$ cat src/rtl/timer_dev.sv
// ---------------------------------------------------------------------------
// timer_dev
//
// Memory-mapped countdown timer. This is the responder end of the data-memory
// access path: it only ever sees legal, already-qualified word accesses.
// Word offsets: 0=CTRL, 1=PRESET, 2=COUNT (read-only), 3=reserved (reads 0).
//
// CTRL layout: [0] Enable, [2:1] Mode, [3] IM (interrupt mask), [31:4] read 0.
//
// Build option:
//   TIMER_MODE1_EN  defined   -> Mode 1 auto-reloads PRESET after each expiry.
//                   undefined -> every mode behaves as one-shot (Mode 0); the
//                                Mode field is still stored and read back.
//
// Ports:
//   clk    in   1   system clock, all state on rising edge
//   reset  in   1   asynchronous active-low reset, clears all state
//   Addr   in   2   word offset within the device window
//   WE     in   1   word write strobe (pre-qualified upstream)
//   WData  in  32   write data
//   RData  out 32   combinational read data for Addr
//   IRQ    out  1   interrupt request = irq_flag & CTRL.IM
//
// FSM states:
//   state   | meaning
//   --------+--------------------------------------------------------------
//   ST_IDLE | stopped; COUNT frozen; leaves when Enable=1
//   ST_LOAD | COUNT <= PRESET
//   ST_CNT  | counting down; Enable=0 stops, COUNT<=1 expires into ST_INT
//   ST_INT  | expired; one-shot clears Enable, auto-reload re-enters LOAD
// ---------------------------------------------------------------------------
module timer_dev (
   input  logic        clk,
   input  logic        reset,
   input  logic [1:0]  Addr,
   input  logic        WE,
   input  logic [31:0] WData,
   output logic [31:0] RData,
   output logic        IRQ
);

   typedef enum logic [1:0] {
      ST_IDLE = 2'd0,
      ST_LOAD = 2'd1,
      ST_CNT  = 2'd2,
      ST_INT  = 2'd3
   } state_t;

   localparam logic [1:0] ADDR_CTRL   = 2'd0;
   localparam logic [1:0] ADDR_PRESET = 2'd1;
   localparam logic [1:0] ADDR_COUNT  = 2'd2;

   state_t      state;
   logic [3:0]  ctrl;
   logic [31:0] preset;
   logic [31:0] count;
   logic        irq_flag;

   logic        wr_ctrl;
   logic        wr_preset;
   logic        enable;
   logic        reload_mode;
   logic        count_done;
   logic        flag_set;
   logic        flag_reload_clr;

   assign wr_ctrl   = WE && (Addr == ADDR_CTRL);
   assign wr_preset = WE && (Addr == ADDR_PRESET);
   assign enable    = ctrl[0];

`ifdef TIMER_MODE1_EN
   assign reload_mode = (ctrl[2:1] == 2'b01);
`else
   assign reload_mode = 1'b0;
`endif

   // Terminal check at <=1 so that PRESET=0 and PRESET=1 both expire without
   // ever decrementing below zero.
   assign count_done = (count <= 32'd1);

   assign flag_set        = (state == ST_CNT) && enable && count_done;
   assign flag_reload_clr = (state == ST_INT) && reload_mode;

   always_ff @(posedge clk or negedge reset) begin
      if (!reset) begin
         state    <= ST_IDLE;
         ctrl     <= 4'd0;
         preset   <= 32'd0;
         count    <= 32'd0;
         irq_flag <= 1'b0;
      end else begin
         case (state)
            ST_IDLE: begin
               if (enable)
                  state <= ST_LOAD;
            end
            ST_LOAD: begin
               count <= preset;
               state <= ST_CNT;
            end
            ST_CNT: begin
               if (!enable) begin
                  state <= ST_IDLE;
               end else if (count_done) begin
                  count <= 32'd0;
                  state <= ST_INT;
               end else begin
                  count <= count - 32'd1;
               end
            end
            ST_INT: begin
               if (reload_mode) begin
                  state <= ST_LOAD;
               end else begin
                  ctrl[0] <= 1'b0;
                  state   <= ST_IDLE;
               end
            end
            default: state <= ST_IDLE;
         endcase

         // Placed after the FSM so a CPU write to CTRL overrides the
         // one-shot Enable clear in the same cycle.
         if (wr_ctrl)
            ctrl <= WData[3:0];
         if (wr_preset)
            preset <= WData;

         // Expiry beats an acknowledge landing in the same cycle, otherwise
         // the interrupt would be lost.
         if (flag_set)
            irq_flag <= 1'b1;
         else if (wr_ctrl || wr_preset || flag_reload_clr)
            irq_flag <= 1'b0;
      end
   end

   always_comb begin
      RData = 32'd0;
      case (Addr)
         ADDR_CTRL:   RData = {28'd0, ctrl};
         ADDR_PRESET: RData = preset;
         ADDR_COUNT:  RData = count;
         default:     RData = 32'd0;
      endcase
   end

   assign IRQ = irq_flag & ctrl[3];

endmodule

$ cat config.mk
export PLATFORM = sky130hd
export DESIGN_NAME = timer_dev
export DESIGN_NICKNAME = d
export VERILOG_FILES = /design/src/rtl/timer_dev.sv
export SDC_FILE = /design/constraint.sdc
export NUM_CORES = 1
export LEC_CHECK = 0
export CELL_PAD_IN_SITES_DETAIL_PLACEMENT = 0
export CELL_PAD_IN_SITES_GLOBAL_PLACEMENT = 1
export CORE_MARGIN = 2
export CORE_UTILIZATION = 30
export DETAILED_ROUTE_END_ITERATION = 10
export PLACE_DENSITY = 0.65
export SLEW_MARGIN = 20
export SYNTH_ARGS = -nofsm -noshare
export SYNTH_HDL_FRONTEND = slang
export SYNTH_SLANG_ARGS = --single-unit
$ cat constraint.sdc
create_clock -name clk -period 5 [get_ports clk]
set_input_delay 0.75 -clock clk [delete_from_list [all_inputs] [get_ports clk]]
set_output_delay 0.75 -clock clk [all_outputs]
set_load 0.03 [all_outputs]
Word level (Yosys, flattened, before mapping)
Index checks and enable logic that the tools add are counted.

operators by class
  $add $sub $neg = 1
  order comparisons = 1
  equal/unequal tests = 8
  muxes and demuxes = 12
  bitwise gates (word level) = 1
  reductions and logical operators = 12

operator list
  kind                                                              number
  case mux 32 bit (3 select lines)                                  1
  2-to-1 mux 32 bit                                                 2
  case mux 32 bit (2 select lines)                                  1
  less-or-equal comparator 32 x 1 -> 1 bit (second input constant)  1
  subtractor 32 x 1 -> 32 bit (second input constant)               1
  case mux 2 bit (4 select lines)                                   1
  == test 2 bit (second input constant)                             3
  2-to-1 mux 2 bit                                                  3
  nonzero test 2 bit                                                3
  == test 2 x 1 -> 1 bit (second input constant)                    2
  logical AND 1 bit                                                 4
  zero test 2 bit                                                   2
  2-to-1 mux 1 bit                                                  4
  != test 2 bit (second input constant)                             2
  AND reduction 2 bit                                               2
  != test 3 bit (second input constant)                             1
  bitwise AND 1 bit                                                 1
  logical OR 1 bit                                                  1

word-level totals
  bits in registers = 71
  input port bits = 37
  output and inout port bits = 33
  word-level logic and storage cells = 41

Depth between registers and ports, before layout
Gate-level depths: netlist of the first run.

  depth in word-level cells = 5
  mapped depth = 8
  mapped depth without buffers = 7

Worst setup path after synthesis of the first run
No wires, ideal clock.

  path kind = in2out
  from = in Addr[1]
  to = out RData[10]
  data arrival time = 2.076 ns
  required time = 4.250 ns
  slack = 2.174 ns
  cell stages on the path = 5
  buffers on the path = 3
  cell sequence = clkbuf_1 -> nor2b_1 -> clkbuf_1 -> buf_1 -> a22o_1

on the way
  word-level cells in the longest chain between the ends = 2
  elaborated cells between the ends (all ways) = 4
  classes of those cells = eq/ne: 2; mux: 1; reduce/logical: 1

RTL lines
  item                                   line  RTL
  start: declaration                     35    input logic [1:0] Addr,
  == test 2 bit (tied with other cells)  140   case (Addr)
  case mux 32 bit (3 select lines) (*)   140
  end: declaration                       38    output logic [31:0] RData,

Mark *: on every way between the ends. The rest lies on a longest branch, timed or not.

Worst setup path after layout of the first run
  from = in Addr[0]
  to = out RData[28]

Same word-level chain as after synthesis.

==> out/metrics.yaml, run 1 <==
floorplanning:
  core_um2: 13100
  ioPinCount: 70
  dieWidth_um: 119
  start_util_pct: 30.4
  dieArea_um2: 14200
  rows: 42
  die_h_um: 119
global_routing:
  antenna_found_initial: 0
  first_global_vias: 3614
  grt_pass1_wl_mm: 18.7
  grt_max_degree: 45
  grt_usage_pct: 16.5
  overflow: 0
layout:
  final_net_count: 476
  final_cells: 618
  drive_gt1_share_pct: 18.3
  fill_cells: 1346
  synthToLayoutAreaGrowth_pct: 28.3
  multi_input_area_um2: 2050
  fin_util_pct: 39.0
  regArea_um2: 1780
  antenna_cells: 0
drt:
  first_pass_iters: 4
  via_count: 3412
  drtIter0Drc: 169
  postRouteAntennaNets: 0
  drcViolationCount: 0
  totalWireLength_mm: 11.3
  wl_per_cell_um: 18.3
  via_per_inst: 5.52
logic_synthesis:
  synth-seq-cells: 71
  ys_seq_area_share_pct: 44.5
  ys.flop_type: "dfrtp_1"
  async_flop_share_pct: 100
  yosysWarnings: 0
  yosysMostFrequentCell: "dfrtp_1"
  syn_nets: 416
  netlist.area_leader.share_pct: 44.5
  yosys.area.top_type: "dfrtp_1"
  synth_cell_types: 60
  synth_common_cells: "dfrtp_1, mux2_2, a22o_1, nand2_1, clkbuf_1"
  synth_cells: 377
  yosys-top-cells-area: "dfrtp_1, mux2_2, a22o_1, nand2_1, a22oi_1"
  synth_edf_count: 0
  synthesis.area_um2: 3990
  synth_area_per_cell_um2: 10.6
pwr:
  p_int_mw: 1.65
  power_frac_seq_pct: 38.4
  switching_share_pct: 38.9
  cellLeakagePower_nw: 1.98
  power_switching_mw: 1.05
  total_power_mw: 2.70
  power_density_nw_per_um2: 528
  combinationalPowerShare_pct: 37.3
  pwr-share-clk_pct: 24.4
  vdd_drop_max_mv: 0.199
timing:
  max_slew_margin_pct: 30.5
  setup_viol: 0
  finalCritPeriodShare_pct: 80.0
  fmax_ghz: 0.250
  finClkSkew_ns: 0.00632
  slew_violations: 0
  layout_min_cycle_time_ns: 4.00
  worstMarginPinSlew_ns: 1.03
  rsz0062_at_grt: "false"
  final-hold-violation-count: 0
  hold_slack_ns: 0.493
  final.setup.tns_ns: 0
clock_tree:
  cts_buffer_depth: 2
  cts.sinks: 71
  cts_made_buffers: 9
  ctsResizeCount: 0
  htree_num_levels: 3
  cts_tree: "built"
  worstSkewPairLatency_ns: 0.33
  post_cts_buffers: 0
  cts-root-buf: "clkbuf_16"
  clk_pin_slew_ns: 0.05
  holdBufCountCts: 0
worst_setup_path:
  worstPathArrival_ns: 3.25
  path_class: "input port to output port"
  r2r-start: "count[4]$_DFFE_PN0P_"
  cpMostUsedCell: "clkdlybuf4s50_1"
  endpoint_kind: "output port"
  critPathMaxFanout: 19
  path_buf_inv: 3
  worstSetupStartpointType: "input port"
  slowest_delay_ns: 0.67
  slowest_stage: "clkdlybuf4s50_1"
  critical-path-top-delay-family: "buffers and inverters"
  critPathRequiredTime_ns: 4.25
  startpoint: "Addr[0]"
  crit_chain: "clkdlybuf4s50_1, nor2b_2, buf_4, a22o_1, clkdlybuf4s50_1"
status:
  status: "complete, no violations"
job:
  drv_cap: 0
placed_design:
  dp_cells: 602
  gp_congestion: 0.799
  dp_hpwl_mm: 7.81
  io_buffers: 69
hold_path:
  worstHoldStart: "irq_flag$_DFFE_PN0P_"
  worst_hold_path_type: "flip-flop to flip-flop"
worst register-to-register path: cells and delay by family (launching register included):
family | cells | cell delay [ns]
buffers and inverters | 1 | 0.33
flip-flops | 1 | 0.47
AO/OA/AOI/OAI | 3 | 1.13
AND/OR/NAND/NOR | 2 | 1.09
power groups by stage:
stage / logic, mW / registers, mW / clock network, mW
CTS: 1.02 / 1.03 / 0.682
detailed placement: 1.01 / 1.04 / 0
finish: 1.01 / 1.04 / 0.659
global route: 1.11 / 1.08 / 0.702
floorplan: 0.776 / 0.933 / 0
global placement: 0.999 / 1.04 / 0
area by class of cell:
type	instances	area share, %
multi-input cells	273	40.0
clock buffers	13	5.28
flip-flops and latches	71	34.7
repair buffers	77	14.6
clock inverters	3	0.782
inverters	5	0.367
well taps	176	4.30
through the flow:
step                cell area, um^2  worst slack (ns)
finish                         5120              1.00
global route                   5120             0.821
CTS                            5120             0.972
detailed placement             4810             0.939
global placement               4810             0.956
floorplan                      3990              2.17
final timing paths:
kind                                    endpoint  cells past startpoint  slack, ns
min in group asynchronous    ctrl[2]$_DFFE_PN0P_                      1       0.58
min reg2reg                 irq_flag$_DFFE_PN0P_                      2       0.49
min                         irq_flag$_DFFE_PN0P_                      2       0.49
max reg2reg                count[15]$_DFFE_PN0P_                      6       1.85
max in group asynchronous  count[19]$_DFFE_PN0P_                      2       3.48
max                                    RData[28]                      5       1.00
flip-flops by register name, summed over array words and instances (netlist names):
name	cells
preset	32
state	2
count	32
irq_flag	1
ctrl	4
metal layers:
layer  up-vias  wire length [um]  global-route usage, %
met4         0               184                   6.76
met2       100              5220                   25.2
met5         -                 0                      0
li1       1594                 -                      -
met3         8               500                   3.45
met1      1710              5410                   22.7
logic make-up (layout without fill, tap and decap cells):
logic type	count (synthesis)	count (layout)	share of synthesized area, %
compound gates	116	116	23.1
simple gates	116	116	16.5
flops	71	71	44.5
mux	39	39	10.9
buf+inv	33	98	4.39
fa+ha+maj	2	2	0.627
layout by cell type (no fill, tap or decap), types with 6 or more instances in the layout:
cell type	instances
nand2b_1	6
a22oi_1	11
clkdlybuf4s50_1	68
dfrtp_1	71
o21ai_0	15
a22o_1	29
buf_4	8
or4_1	7
nand2_1	29
mux2_2	35
o211ai_1	6
nor2_1	13
nand3_1	12
nor4_1	11
o311ai_0	6
a21oi_1	10
clkbuf_16	9
Note: power is estimated with default switching activity, not from simulation.
==> run 2: changes to the inputs <==
==> constraint.sdc (replaced) <==
create_clock -name clk -period 4 [get_ports clk]
set_input_delay 0.6 -clock clk [delete_from_list [all_inputs] [get_ports clk]]
set_output_delay 0.6 -clock clk [all_outputs]
set_load 0.03 [all_outputs]
==> run 2 against run 1 <==
Compared with the run above:
- die area unchanged
- sequential power up 24%
- critical path depth unchanged
- register-to-register slack worse by 0.85 ns
- global-route usage down 0.17 points
- highest routed layer unchanged
- design area up 0.44%
- via count down 2.5%
- critical endpoint is now RData[13]
- combinational power up 25%
- count of clock-buffer cells in the layout down 4
- critical path type unchanged
- largest cell class unchanged
- largest power group unchanged
- worst hold slack worse by 0.35 ns
==> out/metrics.yaml, run 2 (same netlist as run 1, synthesis figures left out) <==
layout:
  reg_top3: "count (32), preset (32), ctrl (4)"  # unchanged
  mostFrequentLayoutCells: "dfrtp_1, clkdlybuf4s50_1, mux2_2"  # unchanged
  drive_gt1_share_pct: 18.7  # was 18.3%
  final_net_count: 477  # was 476
  final_common_cell: "dfrtp_1"  # unchanged
  antenna_cells: 0  # unchanged
  synthToLayoutAreaGrowth_pct: 28.9  # was 28.3%
  final_area_um2: 5140  # was 5120 um^2
timing:
  fmax_ghz: 0.305
  layout_min_cycle_time_ns: 3.27
  max_slew_margin_pct: 42.9  # was 30.5%
  slew_violations: 0  # unchanged
  setup_slack_ns: 0.725  # was 1.00 ns
  setup_viol: 0  # unchanged
  finalCritPeriodShare_pct: 81.9
  worstMarginPinSlew_ns: 0.849  # was 1.03 ns
  finClkSkew_ns: 0.00555  # was 0.00632 ns
  final-hold-violation-count: 0  # unchanged
  final.setup.tns_ns: 0  # unchanged
  rsz0062_at_grt: "false"  # unchanged
drt:
  drtIter0Drc: 169  # unchanged
  wl_per_cell_um: 17.8  # was 18.3 um
  via_count: 3325  # was 3412
  postRouteAntennaNets: 0  # unchanged
  first_pass_iters: 4  # unchanged
  via_per_inst: 5.37  # was 5.52
  totalWireLength_mm: 11.0  # was 11.3 mm
  drcViolationCount: 0  # unchanged
floorplanning:
  die_h_um: 119  # unchanged
  rows: 42  # unchanged
  dieArea_um2: 14200  # unchanged
  core_um2: 13100  # unchanged
  start_util_pct: 30.4  # unchanged
  dieWidth_um: 119  # unchanged
  ioPinCount: 70  # unchanged
global_routing:
  grt_usage_pct: 16.3  # was 16.5%
  grt_pass1_wl_mm: 18.3  # was 18.7 mm
  antenna_found_initial: 0  # unchanged
  first_global_vias: 3408  # was 3614
  overflow: 0  # unchanged
  grt_max_degree: 59  # was 45
clock_tree:
  worstSkewPairLatency_ns: 0.34  # was 0.33 ns
  htree_num_levels: 3  # unchanged
  ctsResizeCount: 0  # unchanged
  post_cts_buffers: 0  # unchanged
  cts.sinks: 71  # unchanged
  cts_buffer_depth: 2  # unchanged
  holdBufCountCts: 0  # unchanged
  cts_tree: "built"  # unchanged
  clk_pin_slew_ns: 0.06  # was 0.05 ns
  cts_made_buffers: 9  # unchanged
  cts-root-buf: "clkbuf_16"  # unchanged
worst_setup_path:
  r2r-start: "count[4]$_DFFE_PN0P_"  # unchanged
  worstReg2RegEnd: "count[8]$_DFFE_PN0P_"  # was count[15]$_DFFE_PN0P_
  worstSetupStartpointType: "input port"  # unchanged
  worstPathArrival_ns: 2.67  # was 3.25 ns
  path_class: "input port to output port"  # unchanged
  critPathMaxFanout: 28  # was 19
  critPathRequiredTime_ns: 3.40  # was 4.25 ns
  endpoint_kind: "output port"  # unchanged
  reg2reg_slack_ns: 1.00  # was 1.85 ns
  r2r_cells: 6  # unchanged
pwr:
  vdd_drop_max_mv: 0.185  # was 0.199 mV
  power_frac_seq_pct: 38.0  # was 38.4%
  cellLeakagePower_nw: 1.99  # was 1.98 nW
  combinationalPowerShare_pct: 37.0  # was 37.3%
  p_int_mw: 2.08  # was 1.65 mW
  power_density_nw_per_um2: 660  # was 528 nW/um^2
  switching_share_pct: 38.9  # about the same
  power_switching_mw: 1.32  # was 1.05 mW
  pwr-share-clk_pct: 25.0  # was 24.4%
placed_design:
  gp_congestion: 0.843  # was 0.799
  dpl_cell_area_um2: 4830  # was 4810 um^2
  dp_slack_ns: 0.723  # was 0.939 ns
  io_buffers: 69  # unchanged
  dp_hpwl_mm: 7.70  # was 7.81 mm
status:
  status: "complete, no violations"  # unchanged
job:
  drv_cap: 0  # unchanged
hold_path:
  worst_hold_path_type: "input port to asynchronous set/reset pin"  # was flip-flop to flip-flop
==> run 2: changes by cell type in the layout (fill, tap and decap cells not counted), sizes merged <==
cell and change:
clkinvlp +1, bufinv +1, clkbuf -4, buf +1, clkinv +2
==> run 2: critical path, cell delays in order <==
cell and delay, ns:
clkdlybuf4s50_1 0.65, nor2b_2 0.20, buf_4 0.34, a22o_1 0.21, clkdlybuf4s50_1 0.68
==> run 2: cell type report <==
class,count,area [um^2]
Fill cell,1346,8000
Multi-Input combinational cell,273,2050
Sequential cell,71,1780
Timing Repair Buffer,78,766
Clock buffer,9,225
Tap cell,176,220
Clock inverter,7,87.6
Inverter,5,18.8
==> run 2: per-stage QoR <==
| stage | cells | utilization (%) | power, mW | hold slack, ns |
|---|---|---|---|---|
| 2_1_floorplan | 377 | - | 2.14 | 0.304 |
| 3_3_place_gp | 603 | 36.8 | 2.54 | 0.485 |
| 3_5_place_dp | 603 | 36.8 | 2.56 | 0.490 |
| 4_1_cts | 619 | 39.1 | 3.42 | 0.156 |
| 5_1_grt | 619 | 39.1 | 3.62 | 0.167 |
| 6_report | 619 | 39.1 | 3.40 | 0.147 |
==> run 2: power groups by stage <==
| stage | logic [mW] | registers, mW | clock network (mW) |
|---|---|---|---|
| floorplan | 0.971 | 1.17 | 0 |
| global placement | 1.24 | 1.30 | 0 |
| detailed placement | 1.26 | 1.29 | 0 |
| CTS | 1.27 | 1.28 | 0.868 |
| global route | 1.38 | 1.34 | 0.898 |
| finish | 1.26 | 1.29 | 0.848 |
==> run 2: metal layers <==
metal	GRT usage, %	share of wire [%]
met4	6.99	2.0
met5	0	0
met2	25.0	45
met1	22.8	50
met3	2.54	3.5
==> run 2: worst max-delay path by stage <==
stage               startpoint        end  slack (ns)
floorplan              Addr[1]  RData[10]        1.47
global placement       Addr[1]   RData[8]        0.74
detailed placement     Addr[1]  RData[13]        0.72
CTS                    Addr[1]  RData[29]        0.71
global route           Addr[1]  RData[29]        0.62
finish                 Addr[1]  RData[13]        0.73
==> RTL change: new RTL, config.mk and constraints of run 2 <==
The option `TIMER_MODE1_EN` is turned on by a define.
--- a/src/rtl/timer_dev.sv
+++ b/src/rtl/timer_dev.sv
@@ -29,6 +29,8 @@
 //   ST_CNT  | counting down; Enable=0 stops, COUNT<=1 expires into ST_INT
 //   ST_INT  | expired; one-shot clears Enable, auto-reload re-enters LOAD
 // ---------------------------------------------------------------------------
+`define TIMER_MODE1_EN
+
 module timer_dev (
    input  logic        clk,
    input  logic        reset,
Function: changed (Yosys sat finds a counterexample within 10 cycles, from zero or initial values and one cycle with reset low).
==> RTL change against run 2 <==
Final area is 0.90% higher; clock skew is 0.56 ps higher; sequential cell count stayed put; routed wire length is 3.4% higher; synthesized area is 1.4% higher; non-clock buffer count is 4 higher; cell count is 3.4% higher; setup slack better by 1.9 ps; clock power is 4.5% lower; die area is 1.4% higher; power is 1.9% higher; critical path type unchanged; highest routed layer unchanged.
==> RTL change: results (changes against run 2) <==
detailed_routing:
  wl_mm: 11.42  # +3.4%
  first_pass_iters: 4  # unchanged
  via_per_inst: 5.433  # +1.1%
  drtIter0Drc: 192  # +14%
placement:
  pre_cts_slack_ps: 717.0  # -5.932 ps
  hpwlAfterDp_mm: 7.588  # -1.4%
  gp_routability_congestion: 0.7471  # -11%
  numPortBuffers: 69  # unchanged
sta:
  final_max_slew_viol_count: 0  # unchanged
  worst_clock_skew_ps: 6.101  # +0.5552 ps
  max-slew-margin-rel_pct: 36.79  # -6.1 points
synth:
  yosys_warnings: 0  # unchanged
  synth_common_cells: "71 x dfrtp_1, 36 x a22o_1, 35 x mux2_2, 26 x o21ai_0, 24 x clkbuf_1"
  ys_dominant_reg_cell: "dfrtp_1"
  ys_top_cells_by_area: "dfrtp_1 44%, mux2_2 9.7%, a22o_1 7.8%"
  synth_cell_types: 48  # -20%
  syn-num-nets: 441  # +6.0%
  synthArstFlopShare_pct: 100.0  # unchanged
  yosysSeqAreaShare_pct: 43.89  # -0.63 points
cells_and_area:
  drive_above_1_share_pct: 16.81  # -1.9 points
  n_antenna_cell: 0  # unchanged
  fill_cells: 1312  # -2.5%
  fin_nets: 498  # +4.4%
  top_regs: "count x32, preset x32, ctrl x4"
worst_setup_path:
  cp.arrival_ps: 2670  # about the same
  slowest_delay_ps: 670
  cp_slowest_cell: "clkdlybuf4s50_1"
  crit_family: "buffers and inverters"
  crit_fanout: 28  # unchanged
clock_tree:
  post_cts_resized: 0  # unchanged
  clk_pin_slew_ps: 60  # about the same
  htree_levels: 3  # unchanged
  clk_path_buf_depth: 2  # unchanged
  post_cts_buffers: 0  # unchanged
  cts_buffers: 9  # unchanged
  clock_latency_ps: 340  # about the same
  clock-root-buffer: "clkbuf_16"
grt:
  antenna_found_initial: 0  # unchanged
  grt_pass1_wl_mm: 18.84  # +3.1%
  grt.total_usage_pct: 16.61  # +0.32 points
  grt_max_degree: 72  # +22%
  grt_pass1_vias: 3473  # +1.9%
power:
  peakVddDrop_uv: 231.4  # +25%
  leakagePower_uw: 0.002058  # +3.3%
status:
  status: "completed"
min_path:
  hold_path_class: "in2async"
-- RTL change: worst paths after layout --
check | startpoint | end | slack (ps) | cells after the start
setup / recovery | Addr[1] | RData[10] | 730 | 5
hold / removal | reset | count[7]$_DFFE_PN0P_ | 480 | 2
setup reg to reg | count[1]$_DFFE_PN0P_ | count[20]$_DFFE_PN0P_ | 830 | 7
hold reg to reg | count[16]$_DFFE_PN0P_ | count[16]$_DFFE_PN0P_ | 520 | 1
max in group asynchronous | reset | ctrl[1]$_DFFE_PN0P_ | 2900 | 2
min in group clk | count[16]$_DFFE_PN0P_ | count[16]$_DFFE_PN0P_ | 520 | 1
-- RTL change: metal layers --
| metal | track usage, % | routed length (um) |
|---|---|---|
| met5 | 0 | 0 |
| met4 | 4.779 | 151 |
| met3 | 3.327 | 391 |
| met2 | 25.96 | 5311 |
| met1 | 23.25 | 5560 |
-- RTL change: cells by family after synthesis --
family	after synthesis	synth area share [%]
buffers and inverters	41	4.699
multiplexers	43	11.72
flip-flops	71	43.89
AND/OR/NAND/NOR	129	17.50
adder cells (fa/ha/maj)	2	0.6181
AO/OA/AOI/OAI	116	21.58
-- RTL change: area by class of cell --
class                   count  area [um^2]  share of cell area, %
repair buffers             82        783.3                  15.10
clock buffers               9        225.2                  4.340
well taps                 176        220.2                  4.244
inverters                   5        18.77                 0.3617
flip-flops and latches     71         1777                  34.24
multi-input cells         290         2092                  40.32
clock inverters             7        72.57                  1.399
-- RTL change: stage by stage --
| stage | area (um^2) | instances |
|---|---|---|
| 2_1_floorplan | 4048 | 402 |
| 3_3_place_gp | 4891 | 624 |
| 3_5_place_dp | 4891 | 624 |
| 4_1_cts | 5189 | 640 |
| 5_1_grt | 5189 | 640 |
| 6_report | 5189 | 640 |
-- RTL change: where the power goes --
part	internal, uW	switching (uW)	total, uW
combinational	612	787	1400
clock	484	326	810
sequential	941	310	1250
total	2040	1420	3460
-- RTL change: worst reg2reg max path, delay by kind of cell, from the launching register on --
kind	cells	cell delay, ps
flops	1	420
fa+ha+maj	1	240
simple gates	5	2340
buf+inv	1	120
